[src/rtl/spi_master_pkg.sv]
// Shared types and sizing helpers for the single-byte SPI master.
// Imported by spi_master_if, spi_clk_gen and spi_master.
package spi_master_pkg;

  typedef enum logic [1:0] {
    IDLE = 2'd0,
    XFER = 2'd1,
    DONE = 2'd2
  } state_t;

  localparam int DATA_W    = 8;
  localparam int BIT_CNT_W = $clog2(DATA_W);

  // Width of a counter that runs 0..clk_divider-1; never narrower than one bit.
  function automatic int div_cnt_w(input int clk_divider);
    return (clk_divider > 2) ? $clog2(clk_divider) : 1;
  endfunction

endpackage

[src/rtl/spi_master_if.sv]
// Register-bus side of the SPI master: start/tx_data request, rx_data/busy/ready status
// and a debug copy of the FSM state.
interface spi_master_if;
  import spi_master_pkg::*;

  // Handshake: start is level-sampled only while the FSM is IDLE; the rclk edge that
  // sees start=1 in IDLE accepts the request and captures tx_data. busy is high for the
  // whole shift phase, then ready pulses for exactly one cycle with rx_data valid;
  // requests seen while busy or during the ready cycle are dropped, not queued.
  logic              start;
  logic [DATA_W-1:0] tx_data;
  logic [DATA_W-1:0] rx_data;
  logic              busy;
  logic              ready;
  state_t            state;

  modport master (
    output start,
    output tx_data,
    input  rx_data,
    input  busy,
    input  ready,
    input  state
  );

  modport slave (
    input  start,
    input  tx_data,
    output rx_data,
    output busy,
    output ready,
    output state
  );

endinterface

[src/rtl/spi_clk_gen.sv]
// SPI clock divider: while enabled, produces spi_clk plus one-cycle strobes on the rclk
// edges that create the leading and trailing spi_clk transitions.
module spi_clk_gen
  import spi_master_pkg::*;
#(
  parameter bit CPOL        = 1'b0,
  parameter int CLK_DIVIDER = 4
) (
  input  logic clk,
  input  logic rst,
  input  logic en,
  output logic spi_clk,
  output logic lead,
  output logic trail
);

  localparam int                CNT_W    = div_cnt_w(CLK_DIVIDER);
  localparam int                HALF     = CLK_DIVIDER / 2;
  localparam logic [CNT_W-1:0]  LEAD_CNT = CNT_W'(HALF - 1);
  localparam logic [CNT_W-1:0]  HALF_CNT = CNT_W'(HALF);
  localparam logic [CNT_W-1:0]  LAST_CNT = CNT_W'(CLK_DIVIDER - 1);

  logic [CNT_W-1:0] cnt;

  // Held at zero whenever disabled so every transfer starts on a fresh bit period.
  always_ff @(posedge clk) begin
    if (rst || !en) begin
      cnt <= '0;
    end else if (cnt == LAST_CNT) begin
      cnt <= '0;
    end else begin
      cnt <= cnt + 1'b1;
    end
  end

  // First half of each bit period sits at CPOL, second half at ~CPOL.
  assign spi_clk = (en && (cnt >= HALF_CNT)) ? ~CPOL : CPOL;
  assign lead    = en && (cnt == LEAD_CNT);
  assign trail   = en && (cnt == LAST_CNT);

endmodule

[src/rtl/spi_master.sv]
// Single-byte MSB-first SPI master with IDLE -> XFER -> DONE sequencing.
// Optional build macro SPI_MASTER_CS_EN adds an active-low spi_cs_n framing output.
module spi_master
  import spi_master_pkg::*;
#(
  parameter bit CPOL        = 1'b0,
  parameter bit CPHA        = 1'b0,
  parameter int CLK_DIVIDER = 4
) (
  input  logic         rclk,
  input  logic         rst,
  spi_master_if.slave  bus,
  output logic         spi_clk,
  output logic         spi_mosi,
  input  logic         spi_miso
`ifdef SPI_MASTER_CS_EN
  ,
  output logic         spi_cs_n
`endif
);

  localparam logic [BIT_CNT_W-1:0] LAST_BIT = BIT_CNT_W'(DATA_W - 1);

  state_t               state_q;
  state_t               state_d;
  logic [DATA_W-1:0]    tx_sr;
  logic [DATA_W-1:0]    rx_sr;
  logic [DATA_W-1:0]    rx_next;
  logic [DATA_W-1:0]    rx_data_q;
  logic [BIT_CNT_W-1:0] bit_cnt;
  logic                 mosi_q;
  logic                 clk_en;
  logic                 lead;
  logic                 trail;
  logic                 last_trail;
  logic                 shift_evt;
  logic                 sample_evt;

  assign clk_en = (state_q == XFER);

  spi_clk_gen #(
    .CPOL        (CPOL),
    .CLK_DIVIDER (CLK_DIVIDER)
  ) u_clk_gen (
    .clk     (rclk),
    .rst     (rst),
    .en      (clk_en),
    .spi_clk (spi_clk),
    .lead    (lead),
    .trail   (trail)
  );

  assign last_trail = trail && (bit_cnt == LAST_BIT);

  // tx_sr[MSB] is always the next bit to present. With CPHA=0 the first bit goes out at
  // accept time, so the register is loaded pre-shifted and the final trailing edge must
  // leave spi_mosi holding bit 0.
  assign shift_evt  = CPHA ? lead : (trail && !last_trail);
  assign sample_evt = CPHA ? trail : lead;
  assign rx_next    = sample_evt ? {rx_sr[DATA_W-2:0], spi_miso} : rx_sr;

  always_ff @(posedge rclk) begin
    if (rst) begin
      state_q <= IDLE;
    end else begin
      state_q <= state_d;
    end
  end

  always_comb begin
    state_d = state_q;
    case (state_q)
      IDLE:    if (bus.start) state_d = XFER;
      XFER:    if (last_trail) state_d = DONE;
      DONE:    state_d = IDLE;
      default: state_d = IDLE;
    endcase
  end

  always_ff @(posedge rclk) begin
    if (rst) begin
      tx_sr     <= '0;
      rx_sr     <= '0;
      rx_data_q <= '0;
      bit_cnt   <= '0;
      mosi_q    <= 1'b0;
    end else begin
      if (state_q == IDLE && bus.start) begin
        tx_sr   <= CPHA ? bus.tx_data : {bus.tx_data[DATA_W-2:0], 1'b0};
        bit_cnt <= '0;
        if (!CPHA) mosi_q <= bus.tx_data[DATA_W-1];
      end
      if (shift_evt) begin
        mosi_q <= tx_sr[DATA_W-1];
        tx_sr  <= {tx_sr[DATA_W-2:0], 1'b0};
      end
      if (sample_evt) rx_sr <= rx_next;
      if (trail) bit_cnt <= bit_cnt + 1'b1;
      // With CPHA=1 the last sample lands on this same edge, hence rx_next.
      if (last_trail) rx_data_q <= rx_next;
    end
  end

  assign spi_mosi    = mosi_q;
  assign bus.rx_data = rx_data_q;
  assign bus.busy    = (state_q == XFER);
  assign bus.ready   = (state_q == DONE);
  assign bus.state   = state_q;

`ifdef SPI_MASTER_CS_EN
  // Asserted for the whole XFER plus the DONE cycle, framing all eight bits.
  assign spi_cs_n = !((state_q == XFER) || (state_q == DONE));
`endif

endmodule

[src/flat_wrapper.sv]
// flat-port wrapper written by rule: the top's interface ports become plain ports
module spi_master_flat import spi_master_pkg::*;
#(
  parameter bit CPOL        = 1'b0,
  parameter bit CPHA        = 1'b0,
  parameter int CLK_DIVIDER = 4
)
  (rclk, rst, spi_clk, spi_mosi, spi_miso, bus_start, bus_tx_data, bus_rx_data, bus_busy, bus_ready, bus_state);
  spi_master_if bus_i ();
  input  logic rclk;
  input  logic rst;
  output logic spi_clk;
  output logic spi_mosi;
  input  logic spi_miso;
  input wire logic [$bits(bus_i.start)-1:0] bus_start;
  input wire logic [$bits(bus_i.tx_data)-1:0] bus_tx_data;
  output wire logic [$bits(bus_i.rx_data)-1:0] bus_rx_data;
  output wire logic [$bits(bus_i.busy)-1:0] bus_busy;
  output wire logic [$bits(bus_i.ready)-1:0] bus_ready;
  output wire logic [$bits(bus_i.state)-1:0] bus_state;
  assign bus_i.start = bus_start;
  assign bus_i.tx_data = bus_tx_data;
  assign bus_rx_data = bus_i.rx_data;
  assign bus_busy = bus_i.busy;
  assign bus_ready = bus_i.ready;
  assign bus_state = bus_i.state;
  spi_master #(.CPOL(CPOL), .CPHA(CPHA), .CLK_DIVIDER(CLK_DIVIDER)) u_core (.rclk(rclk), .rst(rst), .bus(bus_i), .spi_clk(spi_clk), .spi_mosi(spi_mosi), .spi_miso(spi_miso));
endmodule
[config.mk]
export PLATFORM = sky130hd
export DESIGN_NAME = spi_master_flat
export DESIGN_NICKNAME = d
export VERILOG_FILES = /design/src/rtl/spi_master_pkg.sv /design/src/rtl/spi_master_if.sv /design/src/rtl/spi_clk_gen.sv /design/src/rtl/spi_master.sv /design/src/flat_wrapper.sv
export SDC_FILE = /design/constraint.sdc
export NUM_CORES = 1
export LEC_CHECK = 0
export BUFFER_PORTS_ARGS = -buffer_cell sky130_fd_sc_hd__buf_2
export CORE_MARGIN = 2
export CORE_UTILIZATION = 40
export CTS_BUF_LIST = sky130_fd_sc_hd__clkbuf_16
export DETAILED_ROUTE_END_ITERATION = 8
export PLACE_DENSITY = 0.7
export REMOVE_ABC_BUFFERS = 1
export SYNTH_ARGS = -nofsm -noshare
export SYNTH_HDL_FRONTEND = slang
export SYNTH_SLANG_ARGS = --single-unit
[constraint.sdc]
create_clock -name rclk -period 1.75 [get_ports rclk]
set_input_delay 0.0875 -clock rclk [delete_from_list [all_inputs] [get_ports rclk]]
set_output_delay 0.0875 -clock rclk [all_outputs]
set_load 0.03 [all_outputs]
## Word-level counts from Yosys, hierarchy flattened

Index checks and enable logic that the tools add are counted.
W data, S select, Z words.

- Flip-flop bits (word level): 31
- Output and inout port bits: 14
- Input bits: 12
- Word-level logic and storage cells: 42

- Eq/ne operators: 7
- $lt $le $gt $ge: 1
- Add/sub/neg operators: 2
- Mux-type cells: 11
- Reductions and logical operators: 14

Operators with widths:

| cell | count |
|---|---|
| $mux W8 | 3 |
| $logic_and A1 B1 Y1 | 6 |
| $mux W3 | 2 |
| $eq A2 B1 Y1 const B | 2 |
| $eq A2 B2 Y1 const B | 2 |
| $mux W2 | 2 |
| $pmux W2 S2 | 1 |
| $reduce_bool A2 Y1 | 2 |
| $add A3 B1 Y3 const B | 1 |
| $eq A3 B3 Y1 const B | 1 |
| $mux W1 | 3 |
| $add A2 B1 Y2 const B | 1 |
| $ge A2 B2 Y1 const B | 1 |
| $logic_not A1 Y1 | 2 |
| $logic_not A2 Y1 | 1 |
| $ne A2 B1 Y1 const B | 1 |
| $ne A2 B2 Y1 const B | 1 |
| $reduce_and A2 Y1 | 1 |
| $reduce_or A2 Y1 | 1 |
| $logic_or A1 B1 Y1 | 1 |

## Longest topological paths before layout

Gate-level depths: netlist (run 1).

- Depth in word-level cells: 6
- Mapped depth: 7
- Gate-level depth less buffers: 5

## By module

Synthesis (run 1) repeated with hierarchy kept, for this count alone.

- Cell total of the unflattened synthesis: 134
- Area total of the unflattened synthesis: 1292.5 um2

Modules (own cells, without submodules):

| module | cells each | area each (um2) | seq. area each (um2) | times used |
|---|---|---|---|---|
| spi_master | 122 | 1167.4 | 580.6 | 1 |
| spi_clk_gen | 12 | 125.1 | 40.0 | 1 |

## Worst setup path before layout (run 1)

No wires, ideal clock.

- Path type: reg-to-reg
- From: register u_core.state_q[1] (netlist: u_core.bus.state[1])
- To: register u_core.tx_sr[2]
- Slack: 263 ps
- Library setup time: 86 ps
- Required time: 1664 ps
- Arrival time: 1401 ps
- Cell stages (with the launch flop): 6
- Buffers on the path: 2
- Clock period less this slack: 1487 ps
- Cell sequence: dfxtp_1 -> or3b_1 -> buf_2 -> buf_6 -> mux2i_1 -> a211oi_1

- Longest elaborated chain between the ends: 6
- Elaborated cells between the ends (all ways): 9
- Classes of those cells: 1 x eq/ne; 1 x mux; 7 x reduce/logical

RTL lines:

| what | RTL line | source |
|---|---|---|
| from (decl) | spi_master.sv:24 | `state_t state_q;` |
| from (signal assigned) | spi_master.sv:66 | `state_q <= state_d;` |
| $eq A2 B1 Y1 | spi_master.sv:39 | `assign clk_en = (state_q == XFER);` |
| $logic_and A1 B1 Y1 | spi_clk_gen.sv:39 | `assign trail = en && (cnt == LAST_CNT);` |
| $logic_and A1 B1 Y1 | spi_master.sv:53 | `assign last_trail = trail && (bit_cnt == LAST_BIT);` |
| $logic_not A1 Y1 | spi_master.sv:58 | `assign shift_evt = CPHA ? lead : (trail && !last_trail);` |
| $logic_and A1 B1 Y1 | spi_master.sv:58 |  |
| $mux W8 or $reduce_bool A2 Y1 (tied branches) | n/a |  |
| to (signal assigned) | spi_master.sv:89 | `tx_sr <= CPHA ? bus.tx_data : {bus.tx_data[DATA_W-2:0], 1'b0};` |
| to (signal assigned) | spi_master.sv:95 | `tx_sr <= {tx_sr[DATA_W-2:0], 1'b0};` |
| to (decl) | spi_master.sv:26 | `logic [DATA_W-1:0] tx_sr;` |

Parallel ways exist; a longest one is shown, timed or not.
A chain may end at the register's enable or synchronous reset.

## Final worst setup path (run 1)

- From: register u_core.state_q[1] (netlist: u_core.bus.state[1])
- To: register u_core.tx_sr[4]

Same word-level chain as after synthesis.

==> impl_results.md, run 1 <==
* Status: finished clean
* Synth cell types at 21
* CP Data Required Time at 1.93 ns
* Setup crit start kind: flop
* CTS Root Cell: clkbuf_16
* Crit path max fanout at 12
* # nets final at 171
* Area Growth Syn to Fin at 22.70%
* Clk sinks at 31
* Drt pass-1 iters at 4
* Commonest cells after routing, fill and taps aside: dfxtp_1 (31), nor2_1 (27), buf_2 (25)
* Tot Pwr at 1620 uW
* Period utilisation layout at 0.8798
* # IOs at 26
* Count of final hold-check violations at 0
* Row count at 20
* Register-to-register setup slack at 0.21 ns
* Worst VDD drop at 679.4 uV
* Synth Instances at 127
* Synth Area in Simple Gates at 0.1720
* Setup-failing EPs final at 0
* Vias at 981
* Synthesized area at 1251 um^2
* Setup Total Neg Slack at 0 ns
* Vias in the first global route at 894
* Mapped Avg Cell Area at 9.852 um^2
* Drt total wl at 2309 um
* Die area at 3592 um^2
* Crit end category: flop
* Routed WL per cell at 12.35 um
* Die Width at 59.93 um
* H-tree depth at 2
* Critical Path AT at 1.72 ns
* Setup CP Type: flop to flop
* Fmax at 649.5 MHz
* Clk pin slew, worst setup/hold paths at 0.05 ns
* Ratio of cells with drive above 1 in the final layout at 0.2338
* Sequential element share of the synthesized area at 0.4960
* DRC viols at 0
* RD Place Congestion at 0.7147
* Fin crit period at 1.540 ns
* Initial antenna violation count at 0
* Worst-margin pin slew at 0.5353 ns
* ANT cells at 0
* Synthesis Warnings at 0
* Dpl hpwl at 1615 um
* Compound-gate portion of the synthesized area at 0.1080
* Hold_buf cts at 0
* Static Leak at 0.0007443 uW
* Setup bufs post-CTS at 0
* First-pass GRT wire length at 3801 um
* Grt total ovfl at 0
* Pin count of the biggest net entering global routing at 32
* Initial Utilization at 0.4167
* Worst Hold Class: input pin to flop
* Largest family of logic cells by synthesized area: simple AND/OR/NAND/NOR gates
* GRT Util Overall at 0.1486
* Fillers at 273
* Unrepaired setup endpoints after global routing: false
* Latest clock arrival within the worst-skew pair at 0.27 ns
* Adder-cell share of the synthesized area at 0.05000
* Post-synthesis mux area share at 0.1280
* Worst slew margin at 0.6432
* PwrDens at 1055 nW/um^2
* Leading cell type in the layout, fill and taps excluded: dfxtp_1
* Fin. max-slew vios at 0
* Clock Tree Buf Depth at 2
* Final ANT Viol Nets at 0
* Xor-xnor portion of the synthesized cell area at 0
* Post-CTS resize count at 0
* Die Y at 59.93 um
* Core area at 3003 um^2
* Port bufs at 25
* Clk_skew at 0.003734 ns
* Cts bufs inserted at 5
* Vias per inst at 5.246
* Number of synthesized register bits at 31
* Initial DRC count at 11
* Max_cap viols at 0
* TritonCTS clock tree: built
## state kept, by name, indices dropped and copies added, names as in the netlist
register and cells:
u_core.rx_sr 8, u_core.bus.rx_data 8, u_core.bit_cnt 3, u_core.u_clk_gen.cnt 2, u_core.tx_sr 7, u_core.bus.state 2
u_core.spi_mosi 1
## final timing paths
check | start | endpoint | depth (start not counted)
min reg2reg | u_core.bit_cnt[1]$_SDFFE_PP0P_ | u_core.bit_cnt[1]$_SDFFE_PP0P_ | 2
max reg2reg | u_core.bus.state[1]$_SDFFE_PP0P_ | u_core.tx_sr[4]$_SDFFE_PP0P_ | 3
min | spi_miso | u_core.rx_sr[0]$_SDFFE_PP0P_ | 3
max | u_core.bus.state[1]$_SDFFE_PP0P_ | u_core.tx_sr[4]$_SDFFE_PP0P_ | 3
## stage by stage
step / hold slack, ns / instance area (um^2) / std cells / utilization / setup slack, ns
floorplan: 0.1566 / 1205 / 118 / - / 0.2376
global placement: 0.3531 / 1401 / 180 / 0.4667 / 0.2870
detailed placement: 0.3609 / 1401 / 180 / 0.4667 / 0.2387
CTS: 0.07636 / 1535 / 187 / 0.5113 / 0.2170
global route: 0.1273 / 1535 / 187 / 0.5113 / 0.06077
finish: 0.08378 / 1535 / 187 / 0.5113 / 0.2103
## where the power goes
group | internal [uW] | total (uW) | switching, uW
clock network | 509 | 793 | 284
registers | 724 | 736 | 11.6
logic | 38.9 | 91.8 | 52.9
total | 1270 | 1620 | 349
## cell families after synthesis
group,count (synthesis)
DFF,31
and+or+nand+nor,44
buffers and inverters,12
adders and majority gates,5
muxes,16
AOI/OAI and AO/OA,19
## per-layer routing
metal,GRT usage,share of wire
met5,0,0
met4,0.09841,0.031
met3,0.05844,0.047
met2,0.2500,0.48
met1,0.1505,0.44
## layout make-up
type	count	area (um^2)	area share
multi-input cells	84	573.1	0.3733
flip-flops and latches	31	620.6	0.4042
clock inverters	2	8.758	0.005705
clock buffers	5	125.1	0.08150
well taps	33	41.29	0.02689
inverters	3	11.26	0.007335
repair buffers	29	155.1	0.1011
## cell usage after synthesis
cell       instances  area share
dfxtp_1           31        0.50
nor2_1            27       0.081
mux2i_1           16        0.13
a211oi_1          15       0.090
ha_1               5       0.050
nand3_1            5       0.020
buf_2              4       0.016
clkbuf_1           4       0.012
a21oi_1            3       0.012
inv_1              3      0.0090
nand3b_1           2       0.012
nor2b_1            2       0.010
nor4_1             2       0.010
and4b_1            1      0.0080
buf_6              1      0.0090
nand4bb_1          1      0.0090
nor3_1             1      0.0040
o21a_1             1      0.0060
or2_2              1      0.0050
or2b_1             1      0.0060
or3b_1             1      0.0070
## critical path, cell delays in order, from the launching register on
cell	delay (ns)
dfxtp_1	0.36
or3b_1	0.64
mux2i_1	0.20
a211oi_1	0.25
Power figures use the tool's default switching activity.
==> run 2: changes to the inputs <==
CORE_ASPECT_RATIO = 1.75   (was unset)
==> impl_results.md, run 2 (synthesis results as in run 1) <==
* Status: finished clean
* Clock Tree Buf Depth at 2
* Crit end category: flop
* Worst path buffer plus inverter count at 0
* Min-Delay Endpoint: u_core.rx_sr[0]$_SDFFE_PP0P_
* Fin crit period at 1.540 ns
* Leading cell type in the layout, fill and taps excluded: dfxtp_1
* Fmax at 649.1 MHz
* Setup CP Type: flop to flop
* Worst-margin pin slew at 0.5678 ns
* Worst Hold Class: input pin to flop
* Die area at 3609 um^2
* First-pass GRT wire length at 4119 um
* ANT cells at 0
* Final WS setup at 0.2095 ns
* Utilization after layout at 0.5211
* Post-place setup slack at 0.1998 ns
* Worst slew margin at 0.6215
* Hold_buf cts at 0
* Reg-to-reg startpoint: u_core.bus.state[1]$_SDFFE_PP0P_
* DRC viols at 0
* Crit-path cells: or3b_1 > mux2i_1 > a211oi_1
* CP max stage delay at 0.65 ns
* Critical Path AT at 1.72 ns
* Worst path top cell family by delay: simple AND/OR/NAND/NOR gates
* Final ANT Viol Nets at 0
* Drt pass-1 iters at 4
* Port bufs at 25
* Ratio of cells with drive above 1 in the final layout at 0.2273
* Core area at 2960 um^2
* Drt total wl at 2362 um
* Pin count of the biggest net entering global routing at 32
* Initial DRC count at 11
* Area Growth Syn to Fin at 23.30%
* H-tree depth at 2
* Setup Total Neg Slack at 0 ns
* Slowest stage cell, crit path: or3b_1
* Routed WL per cell at 12.05 um
* Tot Pwr at 1619 uW
* TritonCTS clock tree: built
* Period utilisation layout at 0.8803
* Vias in the first global route at 1004
* # IOs at 26
* Dpl hpwl at 1691 um
* Grt total ovfl at 0
* Reg-to-Reg End: u_core.spi_mosi$_SDFFE_PP0P_
* Setup bufs post-CTS at 0
* Cts bufs inserted at 5
* # nets final at 170
* Vias at 970
* Post-CTS resize count at 0
* Register-to-register setup slack at 0.21 ns
* Unrepaired setup endpoints after global routing: false
* Row count at 26
* Setup-failing EPs final at 0
* Hold path depth at 3
* Fin. max-slew vios at 0
* Initial antenna violation count at 0
* Worst VDD drop at 772.4 uV
* Initial Utilization at 0.4227
* Max_cap viols at 0
* CTS Root Cell: clkbuf_16
* GRT Util Overall at 0.1577
* CP Data Required Time at 1.93 ns
* Clk sinks at 31
* Die Y at 77.99 um
* Static Leak at 0.0007479 uW
* Die Width at 46.28 um
* Worst Hold Launch: spi_miso
* Count of final hold-check violations at 0
* Vias per inst at 4.949
* Commonest cells after routing, fill and taps aside: dfxtp_1 (31), nor2_1 (27), buf_2 (25)
* Worst-case reg-to-reg path depth at 3
* Clk_skew at 0.001826 ns
* Clk pin slew, worst setup/hold paths at 0.05 ns
* Setup crit start kind: flop
* RD Place Congestion at 0.7454
* Latest clock arrival within the worst-skew pair at 0.27 ns
* Final hold slack at 0.08741 ns
* PwrDens at 1049 nW/um^2
* Crit path max fanout at 12
-- run 2: power breakdown --
group	switching, uW	internal, uW	total (uW)
Clock	280	511	791
Combinational	53.0	38.8	91.9
Sequential	11.6	724	736
Total	344	1270	1620
-- run 2: area by class of cell --
class	instances	area, um^2
Clock buffer	5	125.1
Inverter	3	11.26
Clock inverter	3	12.51
Sequential cell	31	620.6
Timing Repair Buffer	28	147.6
Multi-Input combinational cell	84	573.1
Fill cell	283	1418
Tap cell	42	52.55
-- run 2: through the flow --
stage | std cells | instance area [um^2]
2_1_floorplan | 118 | 1205
5_1_grt | 196 | 1543
3_3_place_gp | 188 | 1405
3_5_place_dp | 188 | 1405
4_1_cts | 196 | 1543
6_report | 196 | 1543
-- run 2: worst register-to-register path: stages (launching register included) --
cell      delay, ns
dfxtp_1        0.35
or3b_1         0.65
mux2i_1        0.21
a211oi_1       0.25
-- run 2: per-layer routing --
| layer | vias to the layer above | wire [um] | GRT usage |
|---|---|---|---|
| met1 | 453 | 919 | 0.1565 |
| met3 | 7 | 101 | 0.05581 |
| met2 | 17 | 1278 | 0.2667 |
| met4 | 0 | 63 | 0.08571 |
| met5 | - | 0 | 0 |
| li1 | 493 | - | - |
-- run 2: worst max-delay path by stage --
| stage | start | to | slack, ns | cells past startpoint |
|---|---|---|---|---|
| 2_1_floorplan | u_core.bus.state[1]$_SDFFE_PP0P_ | u_core.spi_mosi$_SDFFE_PP0P_ | 0.24 | 3 |
| 3_3_place_gp | u_core.bus.state[1]$_SDFFE_PP0P_ | u_core.tx_sr[3]$_SDFFE_PP0P_ | 0.27 | 3 |
| 3_5_place_dp | u_core.bus.state[1]$_SDFFE_PP0P_ | u_core.spi_mosi$_SDFFE_PP0P_ | 0.20 | 3 |
| 4_1_cts | u_core.bus.state[1]$_SDFFE_PP0P_ | u_core.spi_mosi$_SDFFE_PP0P_ | 0.18 | 3 |
| 5_1_grt | u_core.u_clk_gen.cnt[1]$_SDFF_PP0_ | u_core.bus.rx_data[6]$_SDFFE_PP0P_ | 0.09 | 5 |
| 6_report | u_core.bus.state[1]$_SDFFE_PP0P_ | u_core.spi_mosi$_SDFFE_PP0P_ | 0.21 | 3 |
==> run 3: changes to the inputs <==
ABC_AREA = 1   (was unset)
CORE_ASPECT_RATIO = unset   (was 1.75)
==> impl_results.md, run 3 <==
* Routed WL per cell at 10.31 um
* CTS Root Cell: clkbuf_16
* DRC viols at 0
* PwrDens at 1047 nW/um^2
* Sw Pwr at 392.0 uW
* GRT Util Overall at 0.1597
* Clock Tree Buf Depth at 2
* Post-place setup slack at 0.3538 ns
* Cell-internal power at 1434 uW
* Static Leak at 0.0008643 uW
* Top cell by count, worst path: inv_1
* Sequential element share of the synthesized area at 0.4401
* Initial Utilization at 0.4193
* Leading cell type in the layout, fill and taps excluded: nand2_1
* Tot Pwr at 1827 uW
* Largest cells by area after synthesis: dfxtp_1 (44%), nand2_1 (13%), inv_1 (8.0%)
* Max_cap viols at 0
* Unrepaired setup endpoints after global routing: false
* Drt pass-1 iters at 3
* H-tree depth at 2
* RD Place Congestion at 0.7589
* Crit path max fanout at 8
* Grt total ovfl at 0
* Pin count of the biggest net entering global routing at 21
* Final WS setup at 0.3626 ns
* Fmax at 720.8 MHz
* Post-synth top area share at 0.4401
* Final hold slack at 0.08811 ns
* Dominant cell type by area after synthesis: dfxtp_1
* Synth cell types at 21
* Setup CP Type: flop to flop
* Post-synth EDFFs at 0
* Vias at 1227
* Slowest stage cell, crit path: dfxtp_1
* Cts bufs inserted at 5
* Setup Total Neg Slack at 0 ns
* Setup-failing EPs final at 0
* Die Y at 63.38 um
* Sequential Power Share at 0.405
* Synthesized area at 1410 um^2
* Latest clock arrival within the worst-skew pair at 0.28 ns
* Post-synth top flop: dfxtp_1
* Synthesis Warnings at 0
* Mapped Avg Cell Area at 7.194 um^2
* Crit end category: flop
* CP Data Required Time at 1.91 ns
* Fin. max-slew vios at 0
* Die area at 4016 um^2
* Worst path buffer plus inverter count at 2
* Design Area, Final at 1744 um^2
* First-pass GRT wire length at 5030 um
* Hold_buf cts at 0
* Post-CTS resize count at 0
* Status: finished clean
* Vias in the first global route at 1181
* DP Area at 1580 um^2
* Drt total wl at 2815 um
* TritonCTS clock tree: built
* Core area at 3363 um^2
* Final ANT Viol Nets at 0
* Initial antenna violation count at 0
* Row count at 21
* Switch share at 0.2146
* Setup crit start kind: flop
* Clk pin slew, worst setup/hold paths at 0.05 ns
* Synth Instances at 196
* Dpl hpwl at 1958 um
* Fillers at 349
* Commonest cells after routing, fill and taps aside: nand2_1 (47), dfxtp_1 (31), inv_1 (30)
* Vias per inst at 4.495
* Setup bufs post-CTS at 0
* Worst slew margin at 0.7847
* Number of synthesized register bits at 31
* Count of final hold-check violations at 0
* Synth cell count leaders: nand2_1 (47), dfxtp_1 (31), inv_1 (30), a21oi_1 (19), nand3_1 (17)
* CP max stage delay at 0.37 ns
* Clk sinks at 31
* Port bufs at 25
* Initial DRC count at 33
* Most frequent cell after synthesis: nand2_1
* Crit-path cells: ha_1 > inv_1 > nor2_2 > nand2_1 > inv_1 > a21oi_1
* # IOs at 26
* ANT cells at 0
* Worst Hold Class: input pin to flop
* Worst-margin pin slew at 0.3226 ns
* Die Width at 63.38 um
* Critical Path AT at 1.54 ns
* # nets final at 243
* Fin crit period at 1.387 ns
* Asr flop ratio synth at 0
* Ratio of cells with drive above 1 in the final layout at 0.1982
* Worst path top cell family by delay: flip-flops
* Clk_skew at 0.004237 ns
* Clock power share at 0.526
* Period utilisation layout at 0.7928
* Worst VDD drop at 711.8 uV
* Comb power frac at 0.069
* Area Growth Syn to Fin at 23.69%
## run 3: changes by cell type in the layout (fill, tap and decap cells not counted), moves of 3 or more
cell / previous run / this run
nand2_1: 0 / 47
nor2_1: 27 / 14
a21oi_1: 3 / 19
nand4_1: 0 / 8
a211oi_1: 15 / 0
nand3_1: 5 / 17
mux2i_1: 16 / 0
buf_4: 3 / 6
o21ai_1: 0 / 8
inv_1: 5 / 30
## run 3: final cells by class
| type | instances | area [um^2] | share of cell area |
|---|---|---|---|
| flip-flops and latches | 31 | 620.6 | 0.3558 |
| multi-input cells | 125 | 611.8 | 0.3508 |
| repair buffers | 31 | 170.2 | 0.09756 |
| clock buffers | 5 | 125.1 | 0.07174 |
| inverters | 32 | 120.1 | 0.06887 |
| well taps | 46 | 57.56 | 0.03300 |
| clock inverters | 3 | 38.79 | 0.02224 |
## run 3: worst reg2reg max path, delay by kind of cell (launching register included)
| kind | cells | cell delay, ns |
|---|---|---|
| simple gates | 2 | 0.29 |
| buf+inv | 2 | 0.30 |
| fa+ha+maj | 1 | 0.19 |
| compound gates | 1 | 0.11 |
| flops | 1 | 0.37 |
## run 3: routing by layer
metal	wire, um	track usage	vias up
met5	0	0	-
met4	66	0.08424	0
met3	70	0.05000	6
met2	1264	0.2434	11
met1	1413	0.2009	534
li1	-	-	676
## run 3: per-stage QoR
step / util / std cells
6_report: 0.5186 / 273
5_1_grt: 0.5186 / 273
4_1_cts: 0.5186 / 273
3_5_place_dp: 0.4699 / 265
3_3_place_gp: 0.4699 / 265
2_1_floorplan: - / 188
## run 3: kinds of logic (layout without fill, tap and decap cells)
logic type | count (synthesis) | after routing | share of synthesized area
adders and majority gates | 5 | 5 | 0.04437
and+or+nand+nor | 91 | 91 | 0.2839
AOI/OAI and AO/OA | 29 | 29 | 0.1056
buffers and inverters | 40 | 71 | 0.1260
DFF | 31 | 31 | 0.4401
## run 3: path summary, 6_finish.rpt
kind / depth (start not counted) / slack, ns / start / end
worst max register to register: 6 / 0.36 / u_core.u_clk_gen.cnt[0]$_SDFF_PP0_ / u_core.bus.rx_data[3]$_SDFFE_PP0P_
worst max-delay path: 6 / 0.36 / u_core.u_clk_gen.cnt[0]$_SDFF_PP0_ / u_core.bus.rx_data[3]$_SDFFE_PP0P_
worst min register to register: 1 / 0.46 / u_core.bit_cnt[0]$_SDFFE_PP0P_ / u_core.bit_cnt[0]$_SDFFE_PP0P_
worst min-delay path: 3 / 0.09 / bus_tx_data[0] / u_core.tx_sr[1]$_SDFFE_PP0P_
## run 3: power groups by stage
stage	Sequential (uW)	Combinational [uW]	Clock, uW
6_report	740	126	960
5_1_grt	742	145	1010
4_1_cts	740	128	982
3_5_place_dp	755	127	0
3_3_place_gp	754	126	0
2_1_floorplan	759	73.5	0
